<file path="src/rtl/wb_port_arbiter_pkg.sv">
// wb_port_arbiter_pkg: backend-wide writeback bundle type, widths and ROB age compare.
package wb_port_arbiter_pkg;
  localparam int PREG_RANGE = 64;
  localparam int PREG_IDX_W = $clog2(PREG_RANGE);
  localparam int ROB_SIZE_LOG = 6;
  localparam int XLEN = 64;
  typedef struct packed {
    logic                    valid;
    logic                    need_to_wb;
    logic [PREG_IDX_W-1:0]   prd;
    logic [XLEN-1:0]         data;
    logic                    robidx_flag;
    logic [ROB_SIZE_LOG-1:0] robidx;
  } wb_bundle_t;
  // True when {flag, idx} is strictly younger than the reference {ref_flag, ref_idx}.
  function automatic logic is_younger(input logic ref_flag, input logic [ROB_SIZE_LOG-1:0] ref_idx,
                                      input logic flag, input logic [ROB_SIZE_LOG-1:0] idx);
    return (ref_flag ^ flag) ^ (ref_idx < idx);
  endfunction
endpackage

</file>
<file path="src/rtl/wb_port_arbiter_rr_pick2.sv">
// wb_port_arbiter_rr_pick2: picks the first two eligible requesters scanning round-robin from rr_ptr.
module wb_port_arbiter_rr_pick2 #(
  parameter int NUM_REQ = 4,
  parameter int PTR_W = $clog2(NUM_REQ)
) (
  input  logic [NUM_REQ-1:0] eligible,
  input  logic [PTR_W-1:0]   rr_ptr,
  output logic [NUM_REQ-1:0] gnt0_oh,
  output logic [NUM_REQ-1:0] gnt1_oh,
  output logic               gnt0_vld,
  output logic               gnt1_vld,
  output logic [PTR_W-1:0]   gnt0_idx,
  output logic [PTR_W-1:0]   gnt1_idx,
  output logic [PTR_W-1:0]   last_idx
);
  logic [PTR_W-1:0] idx;
  always_comb begin
    gnt0_oh = '0;
    gnt1_oh = '0;
    gnt0_vld = 1'b0;
    gnt1_vld = 1'b0;
    gnt0_idx = '0;
    gnt1_idx = '0;
    idx = '0;
    for (int k = 0; k < NUM_REQ; k++) begin
      idx = PTR_W'((int'(rr_ptr) + k) % NUM_REQ);
      if (eligible[idx] && !gnt0_vld) begin
        gnt0_vld = 1'b1;
        gnt0_oh[idx] = 1'b1;
        gnt0_idx = idx;
      end else if (eligible[idx] && !gnt1_vld) begin
        gnt1_vld = 1'b1;
        gnt1_oh[idx] = 1'b1;
        gnt1_idx = idx;
      end
    end
    last_idx = gnt1_vld ? gnt1_idx : gnt0_idx;
  end
endmodule

</file>
<file path="src/rtl/wb_port_arbiter.sv">
// wb_port_arbiter: shares two writeback ports among NUM_REQ execution units through
// one holding slot per unit, round-robin picking two per cycle, with redirect flush.
module wb_port_arbiter
  import wb_port_arbiter_pkg::*;
#(
  parameter int NUM_REQ = 4,
  parameter int PREG_W = PREG_IDX_W,
  parameter int ROB_SIZE_LOG = wb_port_arbiter_pkg::ROB_SIZE_LOG,
  parameter int DATA_W = XLEN
) (
  input  logic                            clock,
  input  logic                            reset_n,
  input  logic [NUM_REQ-1:0]              req_valid,
  output logic [NUM_REQ-1:0]              req_ready,
  input  logic [NUM_REQ-1:0]              req_need_to_wb,
  input  logic [NUM_REQ*PREG_W-1:0]       req_prd,
  input  logic [NUM_REQ*DATA_W-1:0]       req_data,
  input  logic [NUM_REQ-1:0]              req_robidx_flag,
  input  logic [NUM_REQ*ROB_SIZE_LOG-1:0] req_robidx,
  input  logic                            flush_valid,
  input  logic                            flush_robidx_flag,
  input  logic [ROB_SIZE_LOG-1:0]         flush_robidx,
  output logic                            writeback0_valid,
  output logic                            writeback0_need_to_wb,
  output logic [PREG_W-1:0]               writeback0_prd,
  output logic [DATA_W-1:0]               writeback0_data,
  output logic                            writeback0_robidx_flag,
  output logic [ROB_SIZE_LOG-1:0]         writeback0_robidx,
  output logic                            writeback1_valid,
  output logic                            writeback1_need_to_wb,
  output logic [PREG_W-1:0]               writeback1_prd,
  output logic [DATA_W-1:0]               writeback1_data,
  output logic                            writeback1_robidx_flag,
  output logic [ROB_SIZE_LOG-1:0]         writeback1_robidx
);
  localparam int PTR_W = $clog2(NUM_REQ);

  logic [NUM_REQ-1:0]                   slot_valid, slot_ntw, slot_flag;
  logic [NUM_REQ-1:0][PREG_W-1:0]       slot_prd;
  logic [NUM_REQ-1:0][DATA_W-1:0]       slot_data;
  logic [NUM_REQ-1:0][ROB_SIZE_LOG-1:0] slot_idx;
  logic [NUM_REQ-1:0] young_slot, young_req, eligible, grant, load, gnt0_oh, gnt1_oh;
  logic               gnt0_vld, gnt1_vld;
  logic [PTR_W-1:0]   rr_ptr, gnt0_idx, gnt1_idx, last_idx;

  for (genvar i = 0; i < NUM_REQ; i++) begin : g_age
    assign young_slot[i] = flush_valid & is_younger(flush_robidx_flag, flush_robidx, slot_flag[i], slot_idx[i]);
    assign young_req[i] = flush_valid & is_younger(flush_robidx_flag, flush_robidx, req_robidx_flag[i],
                                                   req_robidx[i*ROB_SIZE_LOG +: ROB_SIZE_LOG]);
  end

  assign eligible = slot_valid & ~young_slot;
  assign grant = gnt0_oh | gnt1_oh;
  assign req_ready = ~slot_valid | grant;
  // Flushed-young requests are handshaken but dropped on the floor.
  assign load = req_valid & req_ready & ~young_req;

  wb_port_arbiter_rr_pick2 #(.NUM_REQ(NUM_REQ), .PTR_W(PTR_W)) u_pick (
    .eligible(eligible),
    .rr_ptr(rr_ptr),
    .gnt0_oh(gnt0_oh),
    .gnt1_oh(gnt1_oh),
    .gnt0_vld(gnt0_vld),
    .gnt1_vld(gnt1_vld),
    .gnt0_idx(gnt0_idx),
    .gnt1_idx(gnt1_idx),
    .last_idx(last_idx)
  );

  always_ff @(posedge clock or negedge reset_n) begin
    if (!reset_n) begin
      slot_valid <= '0;
      rr_ptr <= '0;
    end else begin
      slot_valid <= load | (slot_valid & ~grant & ~young_slot);
      if (gnt0_vld) rr_ptr <= (last_idx == PTR_W'(NUM_REQ - 1)) ? '0 : last_idx + 1'b1;
    end
  end

  always_ff @(posedge clock) begin
    for (int i = 0; i < NUM_REQ; i++) begin
      if (load[i]) begin
        slot_ntw[i] <= req_need_to_wb[i];
        slot_prd[i] <= req_prd[i*PREG_W +: PREG_W];
        slot_data[i] <= req_data[i*DATA_W +: DATA_W];
        slot_flag[i] <= req_robidx_flag[i];
        slot_idx[i] <= req_robidx[i*ROB_SIZE_LOG +: ROB_SIZE_LOG];
      end
    end
  end

  always_ff @(posedge clock or negedge reset_n) begin
    if (!reset_n) begin
      writeback0_valid <= 1'b0;
      writeback0_need_to_wb <= 1'b0;
      writeback0_prd <= '0;
      writeback0_data <= '0;
      writeback0_robidx_flag <= 1'b0;
      writeback0_robidx <= '0;
      writeback1_valid <= 1'b0;
      writeback1_need_to_wb <= 1'b0;
      writeback1_prd <= '0;
      writeback1_data <= '0;
      writeback1_robidx_flag <= 1'b0;
      writeback1_robidx <= '0;
    end else begin
      writeback0_valid <= gnt0_vld;
      writeback1_valid <= gnt1_vld;
      if (gnt0_vld) begin
        writeback0_need_to_wb <= slot_ntw[gnt0_idx];
        writeback0_prd <= slot_prd[gnt0_idx];
        writeback0_data <= slot_data[gnt0_idx];
        writeback0_robidx_flag <= slot_flag[gnt0_idx];
        writeback0_robidx <= slot_idx[gnt0_idx];
      end
      if (gnt1_vld) begin
        writeback1_need_to_wb <= slot_ntw[gnt1_idx];
        writeback1_prd <= slot_prd[gnt1_idx];
        writeback1_data <= slot_data[gnt1_idx];
        writeback1_robidx_flag <= slot_flag[gnt1_idx];
        writeback1_robidx <= slot_idx[gnt1_idx];
      end
    end
  end
endmodule

</file>
<file path="config.mk">
export PLATFORM = sky130hd
export DESIGN_NAME = wb_port_arbiter
export DESIGN_NICKNAME = d
export VERILOG_FILES = /design/src/rtl/wb_port_arbiter_pkg.sv /design/src/rtl/wb_port_arbiter_rr_pick2.sv /design/src/rtl/wb_port_arbiter.sv
export SDC_FILE = /design/constraint.sdc
export NUM_CORES = 1
export LEC_CHECK = 0
export ABC_AREA = 1
export CAP_MARGIN = 0
export CORE_ASPECT_RATIO = 1.25
export CORE_MARGIN = 2
export CORE_UTILIZATION = 51
export DETAILED_ROUTE_END_ITERATION = 16
export PLACE_DENSITY = 0.92
export SYNTH_ARGS = -nofsm -noshare
export SYNTH_HDL_FRONTEND = slang
export SYNTH_HIERARCHICAL = 1
export SYNTH_SLANG_ARGS = --single-unit
</file>
<file path="constraint.sdc">
create_clock -name clock -period 4.7 [get_ports clock]
set_clock_uncertainty 0.05 [all_clocks]
set_input_delay 0.94 -clock clock [delete_from_list [all_inputs] [get_ports clock]]
set_output_delay 0.94 -clock clock [all_outputs]
set_load 0.05 [all_outputs]
</file>
==> flow_metrics.py, run 1 <==
metrics = {
    "cts": {
        "clk_pin_slew_worst_paths_ns": 0.06,
        "cts_buffers": 47,
        "cts_tree": "done",
        "cts_num_sinks": 476,
        "clock_latency_ns": 0.60,
        "h-tree-depth": 2,
        "clockBufferDepth": 3,
        "cts_hold_buf": 0,
        "cts_root_buffer": "clkbuf_16",
    },
    "global_routing": {
        "grt_overflow": 0,
        "grt_pass1_wl_um": 110600,
        "antenna_found_initial": 11,
        "grt_pass1_vias": 19560,
        "grt_max_degree": 97,
        "track_usage": 0.3229,
    },
    "yosys": {
        "ys_top_cells_by_count": "edfxtp_1, nand2_1, inv_1",
        "yosys.area_share.simple": 0.09715,
        "synth_edf_count": 312,
        "ys_ff_latch": 476,
        "synth_top_family_by_area": "compound AO/OA/AOI/OAI gates",
        "synth-adder-area-share": 0.02683,
        "synthDistinctLibCells": 33,
        "syn-cell-area_mm2": 0.02192,
        "yosysTopAreaCell": "edfxtp_1",
        "synth_mux_area_frac": 0.001027,
        "async_flop_share": 0.3445,
        "yosysWarnings": 6,
        "avgSynthCellArea_um2": 10.32,
        "synth-main-ff-cell": "edfxtp_1",
        "synth_most_common_cell": "edfxtp_1",
        "synth.yosys.seq_area_share": 0.6146,
        "synth_compound_area_frac": 0.1769,
        "synthCells": 2125,
        "synth_top_area_share": 0.4274,
        "synth_fp_nets": 2498,
        "synth_area_leaders": "edfxtp_1, dfrtp_1, o211ai_1, nand2_1, inv_1",
        "synth_xor_area_frac": 0.003197,
    },
    "floorplan": {
        "num_rows": 84,
        "start_util": 0.5188,
        "die_area_mm2": 0.04466,
        "die_h_um": 235.8,
        "io_pins": 488,
        "fp.dieW_um": 189.4,
        "core_mm2": 0.04225,
    },
    "sta": {
        "fin_ws_ns": 0.1557,
        "finalCriticalPeriod_ns": 4.544,
        "drv_slew": 0,
        "hold_viol": 0,
        "tightest_slew_ns": 1.010,
        "fmax_mhz": 220.1,
        "setup_viol": 0,
        "rsz0062_at_grt": "false",
        "fin_crit_sh": 0.9669,
        "relSlewSlack": 0.3265,
        "tns_ns": 0,
    },
    "flow_run": {
        "maxCapViolations": 0,
    },
    "final_layout": {
        "fillCellCount": 2754,
        "stdcell_count": 3214,
        "seq_area_mm2": 0.01347,
        "areaGrowthSynthToFinish_pct": 35.12,
        "multi_input_area_mm2": 0.006849,
        "drive_above_1_share": 0.08472,
        "nets": 2979,
    },
    "critical_path": {
        "setup.worst_path.start_class": "input pin",
        "arrival_ns": 3.55,
        "path_max_fanout": 6,
        "worstPathRequired_ns": 3.71,
        "endpoint_kind": "output port",
        "worstSetupPathType": "input pin to output port",
    },
    "placed_design": {
        "dp.cells": 3111,
        "place_ws_ns": -0.1905,
        "io_buffer_count": 487,
        "gp_congestion": 0.9053,
        "dp_hpwl_um": 50240,
    },
    "detailed_routing": {
        "finalWirelength_um": 72570,
        "ant_nets": 0,
        "wl_per_cell_um": 22.58,
        "post-route-drc-count": 0,
        "num_vias": 19040,
        "first_pass_iters": 6,
        "vias_per_cell": 5.925,
        "drtIter0Drc": 1953,
    },
    "hold_path": {
        "hp-class": "input pin to asynchronous set/reset pin",
    },
    "run_status": {
        "status": "completed",
    },
}
[layer usage]
layer,routed length (um),share of wire,track usage,vias to the layer above
met5,13,0.00018,0,-
met4,5379,0.074,0.2178,2
met3,7105,0.098,0.06338,320
met2,35990,0.50,0.5479,1385
met1,24080,0.33,0.3689,8939
li1,-,-,-,8397
[path summary, 6_finish.rpt]
kind | start | to | slack (ns) | depth (start not counted)
setup reg to reg | slot_idx[16] | writeback0_data[35] | 0.94 | 25
hold reg to reg | writeback0_data[4] | writeback0_data[4] | 0.49 | 2
setup / recovery | flush_robidx_flag | req_ready[1] | 0.16 | 17
max in group asynchronous | reset_n | writeback1_data[23] | 3.05 | 2
min in group clock | writeback0_data[4] | writeback0_data[4] | 0.49 | 2
hold / removal | reset_n | writeback1_robidx[0] | 0.33 | 1
[cell type report]
cell class              instances  area share
well taps                     559     0.02362
flip-flops and latches        476      0.4549
clock inverters                19    0.008998
inverters                     273     0.03604
multi-input cells            1237      0.2313
clock buffers                  68     0.04339
diodes                         11   0.0009294
repair buffers                571      0.2009
[cell families (layout without fill, tap and decap cells)]
kind of cell | after synthesis | after routing
buffers and inverters | 412 | 931
AOI/OAI and AO/OA | 660 | 660
muxes | 2 | 2
and+or+nand+nor | 520 | 520
xor gates and xnor gates | 8 | 8
other | 0 | 11
adders and majority gates | 47 | 47
DFF | 476 | 476
[what timing repair did]
action | CTS | global route
pin swaps | 0 | 15
gates resized for setup | 4 | 41
setup buffers | 0 | 5
setup endpoints to repair | 4 | 4
[layout by cell type (no fill, tap or decap), types with 4 or more instances in the layout]
master,n
a31oi_1,156
nand3_1,15
diode_2,11
nand3_2,12
a21oi_1,175
ha_1,47
nand2_1,281
buf_12,37
edfxtp_1,312
clkdlybuf4s50_1,477
inv_2,8
bufinv_16,5
buf_4,50
clkinvlp_4,6
nor2_1,174
nand2_4,6
nand2_2,15
nand3_4,7
dfrtp_1,164
nand3b_1,4
clkinv_2,6
o21ai_1,16
clkbuf_16,47
xnor2_1,8
o21ai_0,158
clkbuf_1,18
o211ai_1,149
inv_1,255
[registers in the layout, indices dropped and copies added, names as in the netlist, 6 cells and up]
register and flops:
slot_prd 24, writeback1_robidx 6, writeback0_robidx 6, writeback1_prd 6, writeback0_data 64, writeback1_data 64
slot_data 256, writeback0_prd 6, slot_idx 24
[worst max-delay path, cell delays in order]
cell and delay, ns:
clkdlybuf4s50_1 0.62, xnor2_1 0.33, inv_1 0.07, nand3_1 0.11
nand3_2 0.09, nand2_1 0.09, inv_1 0.04, inv_2 0.07
nand2_2 0.08, nand3_2 0.11, nand2_4 0.12, nor2_8 0.18
nand3_4 0.12, o211ai_1 0.22, inv_1 0.10, nand3_4 0.10
buf_12 0.14
[stage by stage]
step | utilization | cell area, um^2 | hold WS (ns)
5_1_grt | 0.7009 | 29610 | 0.3929
3_5_place_dp | 0.6608 | 27920 | 0.4800
3_3_place_gp | 0.6608 | 27920 | 0.4722
6_report | 0.7010 | 29620 | 0.3309
4_1_cts | 0.6974 | 29470 | 0.4026
2_1_floorplan | - | 21980 | 0.4667
Power of run 1 is left out: the tool's default activity adds up to more than one toggle a clock period on the data nets, which glitch-free logic cannot reach.
==> run 2: changes to the inputs <==
--- a/config.mk
+++ b/config.mk
@@ -10,6 +10,7 @@
 export CORE_ASPECT_RATIO = 1.25
 export CORE_MARGIN = 2
 export CORE_UTILIZATION = 51
+export CTS_CLUSTER_DIAMETER = 30
 export DETAILED_ROUTE_END_ITERATION = 16
 export PLACE_DENSITY = 0.92
 export SYNTH_ARGS = -nofsm -noshare
==> run 2 against run 1 <==
Sequential share of layout area fell by 1.9 points. Wire length rose by 7.4%. Clock-buffer cell count rose by 20. Flip-flop and latch count did not move. Design area rose by 4.4%. Via count rose by 4.1%. Register-to-register slack got worse by 0.02 ns. Critical path type unchanged. Critical endpoint unchanged. Largest cell class unchanged.
==> flow_metrics.py, run 2 (synthesis results as in run 1) <==
metrics = {
    "floorplan": {
        "die_h_um": 235.8,
        "start_util": 0.5188,
        "fp.dieW_um": 189.4,
        "core_mm2": 0.04225,
        "io_pins": 488,
        "die_area_mm2": 0.04466,
        "num_rows": 84,
    },
    "sta": {
        "tightest_slew_ns": 1.011,
        "relSlewSlack": 0.3258,
        "setup_viol": 0,
        "drv_slew": 0,
        "rsz0062_at_grt": "false",
        "finalCriticalPeriod_ns": 4.539,
        "tns_ns": 0,
        "hold_viol": 0,
        "fin_crit_sh": 0.9658,
        "fmax_mhz": 220.3,
    },
    "global_routing": {
        "grt_overflow": 0,
        "antenna_found_initial": 8,
        "grt_pass1_vias": 20630,
        "grt_pass1_wl_um": 118100,
        "track_usage": 0.3483,
        "grt_max_degree": 97,
    },
    "final_layout": {
        "areaGrowthSynthToFinish_pct": 41.10,
        "largestRegisters": "slot_data: 256 flops, writeback0_data: 64 flops, writeback1_data: 64 flops",
        "top_register": "slot_data",
        "seq_area_mm2": 0.01347,
        "nets": 3014,
        "layout_common_cells": "clkdlybuf4s50_1, edfxtp_1, nand2_1, inv_1, a21oi_1",
        "drive_above_1_share": 0.1127,
        "stdcell_area_mm2": 0.03093,
        "stdcell_count": 3272,
        "fillCellCount": 2550,
        "multi_input_area_mm2": 0.006892,
        "final_common_cell": "clkdlybuf4s50_1",
        "largest_reg_flops": 256,
    },
    "critical_path": {
        "worstPathRequired_ns": 3.71,
        "r2r_setup_slack_ns": 0.92,
        "endpoint_kind": "output port",
        "setup.worst_path.start_class": "input pin",
        "worstReg2RegEnd": "writeback1_data[30]",
        "worstSetupPathType": "input pin to output port",
        "r2r_cells": 25,
        "path_max_fanout": 6,
        "worstReg2RegStart": "slot_idx[16]",
        "arrival_ns": 3.55,
    },
    "cts": {
        "clk_pin_slew_worst_paths_ns": 0.05,
        "cts_num_sinks": 476,
        "h-tree-depth": 3,
        "clock_latency_ns": 0.63,
        "cts_root_buffer": "clkbuf_16",
        "clockBufferDepth": 3,
        "cts_tree": "done",
        "cts_buffers": 78,
    },
    "detailed_routing": {
        "wl_per_cell_um": 23.82,
        "post-route-drc-count": 0,
        "ant_nets": 0,
        "drtIter0Drc": 1846,
        "vias_per_cell": 6.056,
        "num_vias": 19820,
        "first_pass_iters": 7,
        "finalWirelength_um": 77930,
    },
    "placed_design": {
        "dp_hpwl_um": 50240,
        "place_area_mm2": 0.02792,
        "dp.cells": 3111,
        "io_buffer_count": 487,
        "gp_congestion": 0.9053,
    },
    "run_status": {
        "status": "completed",
    },
    "hold_path": {
        "hp-class": "input pin to asynchronous set/reset pin",
    },
    "flow_run": {
        "maxCapViolations": 0,
    },
}
[run 2: cell count changes in the layout (fill, tap and decap cells not counted), moves of 3 or more]
cell        delta
buf_4          +4
bufinv_16      +4
clkbuf_1      -12
clkbuf_16     +32
clkinv_4       +8
clkinvlp_4     +8
diode_2        -5
inv_6          +9
inv_8          +5
nand2_1        -3
nand2_2        +3
o21ai_2        +3
[run 2: worst max path at each step]
stage / from / end / slack (ns) / cells past startpoint
final: flush_robidx_flag / req_ready[1] / 0.16 / 17
after global routing: flush_robidx[2] / req_ready[2] / 0.03 / 22
after CTS: flush_robidx[1] / req_ready[3] / 0.005 / 23
after detailed placement: flush_robidx[5] / req_ready[1] / -0.19 / 20
after global placement: flush_robidx[5] / req_ready[3] / -0.19 / 22
after floorplan: flush_robidx[5] / slot_data[192] / 0.04 / 23
[run 2: critical path, cell delays in order]
cell and delay [ns]:
clkdlybuf4s50_1 0.63, xnor2_1 0.34, inv_1 0.07, nand3_1 0.10
nand3_2 0.09, nand2_1 0.08, inv_1 0.04, inv_2 0.08
nand2_2 0.08, nand3_2 0.11, nand2_4 0.12, nor2_8 0.16
nand3_4 0.12, o211ai_1 0.22, inv_1 0.10, nand3_4 0.10
buf_12 0.14
[run 2: metal layers]
metal / GRT usage / share of wire / wire, um / vias to the layer above
met2: 0.5893 / 0.50 / 38720 / 1521
met5: 0 / 0.00041 / 32 / -
li1: - / - / - / 8490
met4: 0.2457 / 0.076 / 5937 / 6
met1: 0.3838 / 0.32 / 25260 / 9409
met3: 0.08496 / 0.10 / 7982 / 389
[run 2: stage by stage]
step	hold WS (ns)	worst slack (ns)	util
after floorplan	0.4667	0.03628	-
after global placement	0.4722	-0.1862	0.6608
after detailed placement	0.4800	-0.1905	0.6608
after CTS	0.4096	0.005051	0.7272
after global routing	0.4084	0.03366	0.7320
final	0.3496	0.1609	0.7320
[run 2: repair_timing]
action | in CTS | in global routing
hold endpoints to repair | 0 | 0
pin swaps | 2 | 18
gates resized for setup | 5 | 52
cloned | 0 | 0
buffers inserted | 0 | 9
hold buffers | 0 | 0
setup endpoints to repair | 4 | 4
[run 2: area by class of cell]
cell class                 instances  area share
tap                              559     0.02261
inverter                         273     0.03451
multi-input combinational       1237      0.2228
timing repair buffer             575      0.1933
clock buffer                      88     0.06598
antenna                            6   0.0004855
sequential                       476      0.4356
clock inverter                    58     0.02464
Power of run 2 is left out for the same reason.
==> run 3: changes to the inputs <==
--- a/config.mk
+++ b/config.mk
@@ -7,12 +7,16 @@
 export LEC_CHECK = 0
 export ABC_AREA = 1
 export CAP_MARGIN = 0
+export CELL_PAD_IN_SITES_DETAIL_PLACEMENT = 1
+export CELL_PAD_IN_SITES_GLOBAL_PLACEMENT = 1
 export CORE_ASPECT_RATIO = 1.25
 export CORE_MARGIN = 2
-export CORE_UTILIZATION = 51
+export CORE_UTILIZATION = 49
 export CTS_CLUSTER_DIAMETER = 30
 export DETAILED_ROUTE_END_ITERATION = 16
-export PLACE_DENSITY = 0.92
+export DONT_BUFFER_PORTS = 1
+export PLACE_DENSITY = 0.91
+export REMOVE_ABC_BUFFERS = 1
 export SYNTH_ARGS = -nofsm -noshare
 export SYNTH_HDL_FRONTEND = slang
 export SYNTH_HIERARCHICAL = 1
==> run 3 against run 2 <==
Worst hold slack got worse by 0.079 ns. Flip-flop and latch count stayed put. Via count is 9.0% lower.
==> flow_metrics.py, run 3 (synthesis results as in run 1) <==
metrics = {
    "run_status": {
        "status": "completed",
    },
    "sta": {
        "finalCriticalPeriod_ns": 4.540,
        "tightest_slew_ns": 0.9840,
        "hold_viol": 0,
        "fin_crit_sh": 0.9660,
        "setup_viol": 0,
        "relSlewSlack": 0.3440,
        "drv_slew": 0,
        "timing.hold.ws_ns": 0.2704,
        "fmax_mhz": 220.3,
    },
    "final_layout": {
        "layout_common_cells": "edfxtp_1, nand2_1, inv_1, nor2_1, a21oi_1",
        "top_register": "slot_data",
        "areaGrowthSynthToFinish_pct": 18.75,
        "largestRegisters": "slot_data: 256 flops, writeback0_data: 64 flops, writeback1_data: 64 flops",
        "final_common_cell": "edfxtp_1",
        "largest_reg_flops": 256,
        "fillCellCount": 4567,
        "nets": 2505,
        "utilization": 0.5900,
        "drive_above_1_share": 0.1173,
    },
    "critical_path": {
        "arrival_ns": 3.55,
        "worstSetupPathType": "flop to output port",
        "worstPathRequired_ns": 3.71,
        "setup.worst_path.start_class": "flop",
        "cpPeakStageDelay_ns": 0.45,
        "path_max_fanout": 8,
        "critPathSlowestCell": "edfxtp_1",
        "cp-startpoint": "slot_idx[3]",
        "cp_common_cell": "nand2_1",
        "crit_chain": "inv_1, ha_1, nand2_1, nand2_1, a21oi_2, nand2_1, nand2_1, nand3_1, nand2_1, inv_1, inv_1, nand2_2, nand3_2, nand2_4, inv_6, nand2_1, nand2_4, nand3_2, o21ai_1, inv_1, nand3_1, buf_4",
        "endpoint_kind": "output port",
        "worstReg2RegStart": "slot_idx[3]",
    },
    "global_routing": {
        "antenna_found_initial": 55,
        "grt_overflow": 0,
        "grt_pass1_wl_um": 120100,
        "grt_pass1_vias": 19300,
        "track_usage": 0.3504,
        "grt_max_degree": 165,
    },
    "cts": {
        "cts_tree": "done",
        "cts_root_buffer": "clkbuf_16",
        "cts_num_sinks": 476,
        "clockBufferDepth": 3,
        "cts_buffers": 89,
        "h-tree-depth": 3,
        "clock_latency_ns": 0.64,
        "clk_pin_slew_worst_paths_ns": 0.05,
    },
    "detailed_routing": {
        "first_pass_iters": 5,
        "finalWirelength_um": 83360,
        "vias_per_cell": 6.369,
        "ant_nets": 0,
        "drtIter0Drc": 1507,
        "wl_per_cell_um": 29.45,
        "num_vias": 18030,
        "post-route-drc-count": 0,
    },
    "floorplan": {
        "die_h_um": 240.5,
        "start_util": 0.4969,
        "io_pins": 488,
        "fp.dieW_um": 193.2,
        "die_area_mm2": 0.04645,
        "num_rows": 86,
        "core_mm2": 0.04412,
    },
    "hold_path": {
        "hp-class": "input pin to asynchronous set/reset pin",
    },
    "placed_design": {
        "dp_hpwl_um": 50440,
        "io_buffer_count": 0,
        "gp_congestion": 0.8871,
    },
    "flow_run": {
        "maxCapViolations": 0,
    },
}
## run 3: changes by cell type in the layout (fill, tap and decap cells not counted), sizes merged, moves of 3 or more
cell	delta
clkdlybuf4s50	-477
diode	+45
clkinvlp	-5
clkinv	+3
buf	-38
bufinv	+3
clkbuf	+17
## run 3: final cells by class
class                   instances  area (um^2)  area share
diodes                         51        127.6    0.004903
clock buffers                 108         2400     0.09220
multi-input cells            1237         6790      0.2609
well taps                     572        715.7     0.02750
repair buffers                 55        732.0     0.02812
inverters                     273         1059     0.04067
clock inverters                59        732.0     0.02812
flip-flops and latches        476        13470      0.5176
## run 3: repair_timing
action                                  CTS  global route
hold endpoints to repair                164             0
setup buffers                             0             4
endpoints found under the setup margin    4             4
resized for setup                         2            23
pin swaps                                 0             7
hold buffers                              1             0
## run 3: per-stage QoR
| stage | setup TNS [ns] | area (um^2) | setup slack [ns] | cells |
|---|---|---|---|---|
| finish | 0 | 26030 | 0.1597 | 2831 |
| global route | -0.1155 | 26010 | -0.06896 | 2825 |
| CTS | 0 | 25790 | 0.02122 | 2776 |
| detailed placement | 0 | 22620 | 0.1322 | 2608 |
| global placement | 0 | 22620 | 0.3006 | 2608 |
| floorplan | -692.81 | 21200 | -3.697 | 1986 |
## run 3: critical path, delay by kind of cell (launching register included)
family,cells,cell delay [ns]
DFF,1,0.45
adders and majority gates,1,0.25
and+or+nand+nor,13,1.22
AOI/OAI and AO/OA,2,0.39
buffers and inverters,6,0.62
## run 3: final timing paths
| kind | endpoint | slack [ns] | cells after the start |
|---|---|---|---|
| setup / recovery | req_ready[1] | 0.16 | 22 |
| hold / removal | writeback0_data[55] | 0.27 | 1 |
| setup reg to reg | writeback1_data[53] | 0.65 | 25 |
| hold reg to reg | writeback1_data[22] | 0.52 | 2 |
| max in group asynchronous | writeback1_valid | 3.53 | 1 |
| min in group clock | slot_data[182] | 0.34 | 0 |
## run 3: metal layers
| metal | share of wire | global-route usage | wire (um) | vias to the layer above |
|---|---|---|---|---|
| met1 | 0.33 | 0.3668 | 27800 | 9011 |
| met2 | 0.50 | 0.5833 | 41480 | 1076 |
| li1 | - | - | - | 7545 |
| met5 | 0.0014 | 0 | 113 | - |
| met4 | 0.076 | 0.2622 | 6329 | 18 |
| met3 | 0.092 | 0.1144 | 7636 | 380 |
Power of run 3 is left out for the same reason.
